==> src/rtl/tl_tx_arbiter.sv <==
// Posted / non-posted TLP transmit arbiter: credit-gated, round-robin on ties,
// streams a header beat followed (for posted requests) by payload beats.
module tl_tx_arbiter #(
    parameter int TX_DEPTH_LG2 = 3
) (
    input  logic                    clk,
    input  logic                    rst,
    input  logic                    p_hdr_empty_i,
    input  logic [127:0]            p_hdr_rdata_i,
    output logic                    p_hdr_rden_o,
    input  logic                    p_data_empty_i,
    input  logic [255:0]            p_data_rdata_i,
    output logic                    p_data_rden_o,
    input  logic [TX_DEPTH_LG2-1:0] p_payload_cnt_i,
    output logic                    p_sent_o,
    input  logic                    np_hdr_empty_i,
    input  logic [127:0]            np_hdr_rdata_i,
    output logic                    np_hdr_rden_o,
    input  logic [7:0]              ph_limit_i,
    input  logic [11:0]             pd_limit_i,
    input  logic [7:0]              nph_limit_i,
    input  logic                    ph_inf_i,
    input  logic                    pd_inf_i,
    input  logic                    nph_inf_i,
    output logic [255:0]            tlp_data_o,
    output logic                    tlp_valid_o,
    output logic                    tlp_sop_o,
    output logic                    tlp_eop_o,
    input  logic                    tlp_ready_i
);

    typedef enum logic [1:0] {IDLE, HDR, PDATA} state_t;

    // Header length field: length[9:8] in byte 2 and length[7:0] in byte 3
    // of DW0, with DW0 packed in the top 32 bits of the header.
    localparam int LEN_MSB = 105;
    localparam int LEN_LSB = 96;

    function automatic logic [10:0] len_dw(input logic [9:0] len);
        return (len == 10'd0) ? 11'd1024 : {1'b0, len};
    endfunction

    function automatic logic [11:0] pd_need(input logic [9:0] len);
        logic [11:0] t;
        t = {1'b0, len_dw(len)} + 12'd3;
        return {2'b00, t[11:2]};
    endfunction

    function automatic logic [6:0] beats_m1(input logic [9:0] len);
        logic [11:0] t;
        logic [8:0]  b;
        t = {1'b0, len_dw(len)} + 12'd7;
        b = t[11:3] - 9'd1;
        return b[6:0];
    endfunction

    // Modular window compare lets the consumed counters wrap freely.
    function automatic logic credit_ok8(input logic [7:0] limit, input logic [7:0] cons,
                                        input logic [7:0] need);
        logic [7:0] d;
        d = limit - (cons + need);
        return d <= 8'd128;
    endfunction

    function automatic logic credit_ok12(input logic [11:0] limit, input logic [11:0] cons,
                                         input logic [11:0] need);
        logic [11:0] d;
        d = limit - (cons + need);
        return d <= 12'd2048;
    endfunction

    state_t       state_q, state_d;
    logic         grant_np_q, grant_np_d;
    logic         last_np_q, last_np_d;
    logic [6:0]   beat_cnt_q, beat_cnt_d;
    logic [7:0]   ph_cons_q, ph_cons_d;
    logic [7:0]   nph_cons_q, nph_cons_d;
    logic [11:0]  pd_cons_q, pd_cons_d;
    logic [127:0] hdr_q, hdr_d;

    logic [9:0]   p_len;
    logic [11:0]  p_need;
    logic         p_elig;
    logic         np_elig;
    logic         pick_np;

    always_comb begin
        p_len   = p_hdr_rdata_i[LEN_MSB:LEN_LSB];
        p_need  = pd_need(p_len);
        p_elig  = !p_hdr_empty_i && (p_payload_cnt_i != '0)
                  && (ph_inf_i || credit_ok8(ph_limit_i, ph_cons_q, 8'd1))
                  && (pd_inf_i || credit_ok12(pd_limit_i, pd_cons_q, p_need));
        np_elig = !np_hdr_empty_i
                  && (nph_inf_i || credit_ok8(nph_limit_i, nph_cons_q, 8'd1));
        pick_np = np_elig && (!p_elig || !last_np_q);
    end

    always_comb begin
        state_d       = state_q;
        grant_np_d    = grant_np_q;
        last_np_d     = last_np_q;
        beat_cnt_d    = beat_cnt_q;
        ph_cons_d     = ph_cons_q;
        nph_cons_d    = nph_cons_q;
        pd_cons_d     = pd_cons_q;
        hdr_d         = hdr_q;
        tlp_data_o    = '0;
        tlp_valid_o   = 1'b0;
        tlp_sop_o     = 1'b0;
        tlp_eop_o     = 1'b0;
        p_hdr_rden_o  = 1'b0;
        np_hdr_rden_o = 1'b0;
        p_data_rden_o = 1'b0;
        p_sent_o      = 1'b0;

        case (state_q)
            IDLE: begin
                if (p_elig || np_elig) begin
                    state_d    = HDR;
                    grant_np_d = pick_np;
                    last_np_d  = pick_np;
                    if (pick_np) begin
                        hdr_d      = np_hdr_rdata_i;
                        nph_cons_d = nph_cons_q + 8'd1;
                    end else begin
                        hdr_d     = p_hdr_rdata_i;
                        ph_cons_d = ph_cons_q + 8'd1;
                        pd_cons_d = pd_cons_q + p_need;
                    end
                end
            end
            HDR: begin
                tlp_valid_o = 1'b1;
                tlp_sop_o   = 1'b1;
                tlp_eop_o   = grant_np_q;
                tlp_data_o  = {128'b0, hdr_q};
                if (tlp_ready_i) begin
                    if (grant_np_q) begin
                        np_hdr_rden_o = 1'b1;
                        state_d       = IDLE;
                    end else begin
                        p_hdr_rden_o = 1'b1;
                        beat_cnt_d   = beats_m1(hdr_q[LEN_MSB:LEN_LSB]);
                        state_d      = PDATA;
                    end
                end
            end
            PDATA: begin
                // An empty data FIFO mid-packet is just a bubble.
                tlp_valid_o = !p_data_empty_i;
                tlp_data_o  = p_data_rdata_i;
                tlp_eop_o   = (beat_cnt_q == 7'd0);
                if (tlp_valid_o && tlp_ready_i) begin
                    p_data_rden_o = 1'b1;
                    if (tlp_eop_o) begin
                        p_sent_o = 1'b1;
                        state_d  = IDLE;
                    end else begin
                        beat_cnt_d = beat_cnt_q - 7'd1;
                    end
                end
            end
            default: state_d = IDLE;
        endcase
    end

    always_ff @(posedge clk or posedge rst) begin
        if (rst) begin
            state_q    <= IDLE;
            grant_np_q <= 1'b0;
            last_np_q  <= 1'b1;
            beat_cnt_q <= '0;
            ph_cons_q  <= '0;
            nph_cons_q <= '0;
            pd_cons_q  <= '0;
        end else begin
            state_q    <= state_d;
            grant_np_q <= grant_np_d;
            last_np_q  <= last_np_d;
            beat_cnt_q <= beat_cnt_d;
            ph_cons_q  <= ph_cons_d;
            nph_cons_q <= nph_cons_d;
            pd_cons_q  <= pd_cons_d;
        end
    end

    // Header holding register is only observed outside IDLE, so it needs no reset.
    always_ff @(posedge clk) begin
        hdr_q <= hdr_d;
    end

endmodule

==> config.mk <==
export PLATFORM = sky130hd
export DESIGN_NAME = tl_tx_arbiter
export DESIGN_NICKNAME = d
export VERILOG_FILES = /design/src/rtl/tl_tx_arbiter.sv
export SDC_FILE = /design/constraint.sdc
export NUM_CORES = 1
export LEC_CHECK = 0
export CAP_MARGIN = 40
export CORE_AREA = 2 2 319 321
export DETAILED_ROUTE_END_ITERATION = 7
export DIE_AREA = 0 0 321 323
export GPL_TIMING_DRIVEN = 0
export PLACE_DENSITY = 0.33
export SKIP_LAST_GASP = 1
export SYNTH_ARGS = -nofsm -noshare
export SYNTH_HDL_FRONTEND = slang
export SYNTH_SLANG_ARGS = --single-unit
==> constraint.sdc <==
create_clock -name clk -period 13.2 [get_ports clk]
set_clock_uncertainty 0.05 [all_clocks]
set_input_delay 2.64 -clock clk [delete_from_list [all_inputs] [get_ports clk]]
set_output_delay 2.64 -clock clk [all_outputs]
set_load 0.01 [all_outputs]
==> results.md <==
- CTS hold repair buffers: 0
- Die Y: 323 µm
- Avg WL per Cell: 24.3 µm
- Mean instance size in the synthesized netlist: 11.4 µm²
- Congestion Overflow GR: 0
- Most used cells in the layout excluding fill and tap cells: sky130_fd_sc_hd__clkdlybuf4s50_1 (814), sky130_fd_sc_hd__and3_1 (136), sky130_fd_sc_hd__a22o_1 (128), sky130_fd_sc_hd__edfxtp_1 (128), sky130_fd_sc_hd__mux2_4 (120)
- Clock network fraction of total power: 14.3%
- Static leakage power: 8.92 nW
- Fin cells: 3,228
- Num rows: 117
- Clock latency reported for the late side of the worst-skew pair: 500 ps
- Leading cell type in the layout, fill and taps excluded: sky130_fd_sc_hd__clkdlybuf4s50_1
- Standard cell core area: 101,000 µm²
- Placed cells: 3,195
- Seq pwr share: 24.7%
- Async set or reset register ratio after synthesis: 23.4%
- Final Slew Violations: 0
- Power per Cell Area: 164 nW/µm²
- Launch point of the worst reg-to-reg path: pd_cons_q[0]
- Detailed-router iteration count before antenna repair: 5
- Cell count after synthesis: 1,060
- Critical path required time: 13,370 ps
- Sequential area share after synthesis: 40.1%
- Clock slew at the register clock pins of the worst setup and hold paths: 80 ps
- Total via count after detailed routing: 12,171
- Via-to-Cell Ratio: 3.77
- Resized Gates After CTS: 0
- Met2 wire len: 40,000 µm
- Peak fanout along the critical path: 21
- Yosys warning count: 0
- Highest metal layer used by the detailed router: met5
- Maximum clock frequency: 113 MHz
- Path category of the worst min-delay check: reg -> reg
- TritonCTS buffer count: 17
- Max Cap Violations: 0
- Final #Nets: 2,502
- Overall fraction of global-route tracks in use: 14.6%
- Combinational cell fraction of total power: 61.0%
- Met3 Wirelength: 4780 µm
- Setup repair bufs after CTS: 0
- CTS tree: done
- Source of the critical timing path: p_hdr_rdata_i[98]
- Number of global-route vias before repair: 12,665
- Shortest period the worst path allows: 8850 ps
- Number of cells traversed by the worst register-to-register path: 21
- Number of sinks driven by the clock tree: 167
- Destination of the critical timing path: hdr_q[116]
- CTS root buffer: sky130_fd_sc_hd__clkbuf_16
- Largest net degree at the start of global routing: 23
- Synthesis-to-finish area growth: 87.8%
- Run status: finished, final reports clean
- Post-route antenna net violation count: 0
- Total of flip-flops plus latches after synthesis: 167
- Die outline area: 104,000 µm²
- Number of H-tree levels: 4
- Initial Utilization: 11.9%
- Die X: 321 µm
- EDFF count, synth: 128
- Hpwl dp: 67,200 µm
- Setup repair after global routing missed its margin: false
- PortBufs: 814
- Most used flip-flop cell after synthesis: sky130_fd_sc_hd__edfxtp_1
- Ports: 815
- Worst setup slack for register-to-register paths: 7170 ps
- Internal power: 2.14 mW
- Overall routed net length: 78,500 µm
- Post-synth net total: 1,657
- Maximum clock path buffer count: 2
- Post-synthesis instance area: 12,000 µm²
- Worst slew pin tran: 881 ps
- Initial antenna violation count: 14
- Global-route wire length before repair: 104,000 µm
- Switch share: 42.2%
- Detailed-route DRC error count: 0
- Routability congestion estimate: 0.813
- Setup-violating endpoint count in the final report: 0
- Critical Path Sink Type: flip-flop
- Final hold violation count: 0
- Startpoint Class: input pin
- WS Path Type: in -> reg
- Routed metal-1 wirelength: 32,900 µm
- Final clock period utilization by the worst path: 67.1%
- Iter 0 DRT Violations: 598
- R2R Path End: hdr_q[116]
- Normalized max-slew margin: 40.7%
- Worst IR Drop VDD: 0.0860 mV
- Synth unique cells: 69
- Layout cell share with drive strength beyond 1: 10.5%
- Overall power: 3.70 mW
- Data arrival at the endpoint of the critical path: 9030 ps
- NetSw: 1.56 mW
[worst min path at each step]
stage	startpoint	to	slack (ps)	depth (start not counted)
after floorplan	pd_cons_q[2]	pd_cons_q[2]	410	2
after global routing	ph_cons_q[7]	ph_cons_q[7]	470	1
after global placement	ph_cons_q[7]	ph_cons_q[7]	430	1
after detailed placement	ph_cons_q[7]	ph_cons_q[7]	430	1
after CTS	ph_cons_q[7]	ph_cons_q[7]	440	1
final	ph_cons_q[7]	ph_cons_q[7]	440	1
[routing by layer]
metal	track usage, %	vias up
met5	0	-
met4	2.58	10
met3	4.36	43
met2	26.0	437
met1	17.4	5918
li1	-	5763
[synthesized netlist by cell type, drive strengths merged, types with 3 or more instances]
master	count	area share (%)
nor2b	6	0.31
nor4	5	0.26
buf	18	1.5
o211a	3	0.25
nor2	40	1.2
a21oi	29	1.2
edfxtp	128	32
nor3b	3	0.19
a22o	128	9.3
xnor2	39	2.8
or3	7	0.36
nand3	24	1.0
nand2	35	1.1
dfrtp	38	7.9
clkbuf	62	1.9
ha	41	4.3
mux2i	5	0.42
o21ai	28	1.2
and2	4	0.21
nand4	3	0.16
o21a	7	0.44
fa	4	0.67
o211ai	6	0.49
o311ai	3	0.22
a21o	9	0.56
and3	136	7.1
nor3	14	0.58
or2	3	0.16
nand3b	3	0.19
xor2	27	2.0
a31oi	3	0.16
a211oi	3	0.19
inv	29	0.90
mux2	132	16
[worst max-delay path, stage by stage]
cell	delay, ps
sky130_fd_sc_hd__clkdlybuf4s50_1	630
sky130_fd_sc_hd__nor2b_1	320
sky130_fd_sc_hd__nor2_1	110
sky130_fd_sc_hd__ha_1	220
sky130_fd_sc_hd__fa_1	420
sky130_fd_sc_hd__a21o_1	190
sky130_fd_sc_hd__a21oi_1	230
sky130_fd_sc_hd__nor2_1	80
sky130_fd_sc_hd__a211o_1	310
sky130_fd_sc_hd__a21o_1	190
sky130_fd_sc_hd__a21oi_1	230
sky130_fd_sc_hd__xor2_1	270
sky130_fd_sc_hd__ha_1	330
sky130_fd_sc_hd__a21oi_1	360
sky130_fd_sc_hd__nor2_1	90
sky130_fd_sc_hd__a21oi_1	120
sky130_fd_sc_hd__o311ai_1	140
sky130_fd_sc_hd__xnor2_1	190
sky130_fd_sc_hd__xnor2_1	440
sky130_fd_sc_hd__o21ai_0	420
sky130_fd_sc_hd__a21boi_4	420
sky130_fd_sc_hd__buf_12	230
sky130_fd_sc_hd__buf_12	200
sky130_fd_sc_hd__buf_12	200
[per-stage QoR]
step           hold WS (ps)  area (µm²)  setup WS (ps)  setup TNS (ps)  util [%]
2_1_floorplan           406       12000            143               0         -
6_report                436       22600           4350               0      22.4
4_1_cts                 440       22600           4250               0      22.4
5_1_grt                 469       22600           3800               0      22.4
3_3_place_gp            426       21800          -6550         -828110      21.7
3_5_place_dp            426       22000           3690               0      21.9
[area by class of cell]
type,count,area (µm²)
Antenna cell,3,7.51
Buffer,80,408
Clock buffer,17,425
Multi-Input combinational cell,784,6710
Timing Repair Buffer,826,8370
Inverter,29,109
Clock inverter,13,121
Tap cell,1309,1640
Fill cell,10875,78100
Sequential cell,167,4820
[flip-flops by register name, summed over array words and instances, names as in the netlist]
register and count:
beat_cnt_q 7, state_q 2, ph_cons_q 8, hdr_q 128
last_np_q 1, grant_np_q 1, pd_cons_q 12, nph_cons_q 8
[power by group through the flow]
stage,clock network [mW],logic [mW],registers (mW)
after detailed placement,0,2.30,0.929
after global placement,0,2.22,1.00
final,0.529,2.26,0.916
after CTS,0.558,2.31,0.920
after floorplan,0,1.23,0.915
after global routing,0.570,2.47,0.940
[cell families (layout without fill, tap and decap cells)]
family	after synthesis	in the layout	synth area share, %
DFF	167	167	40.1
xor gates and xnor gates	66	66	4.80
AOI/OAI and AO/OA	246	246	16.1
buffers and inverters	109	965	4.29
muxes	137	137	16.5
adders and majority gates	45	45	4.93
and+or+nand+nor	289	289	13.2
other	1	4	0.0312
Note: power is estimated with default switching activity, not from simulation.
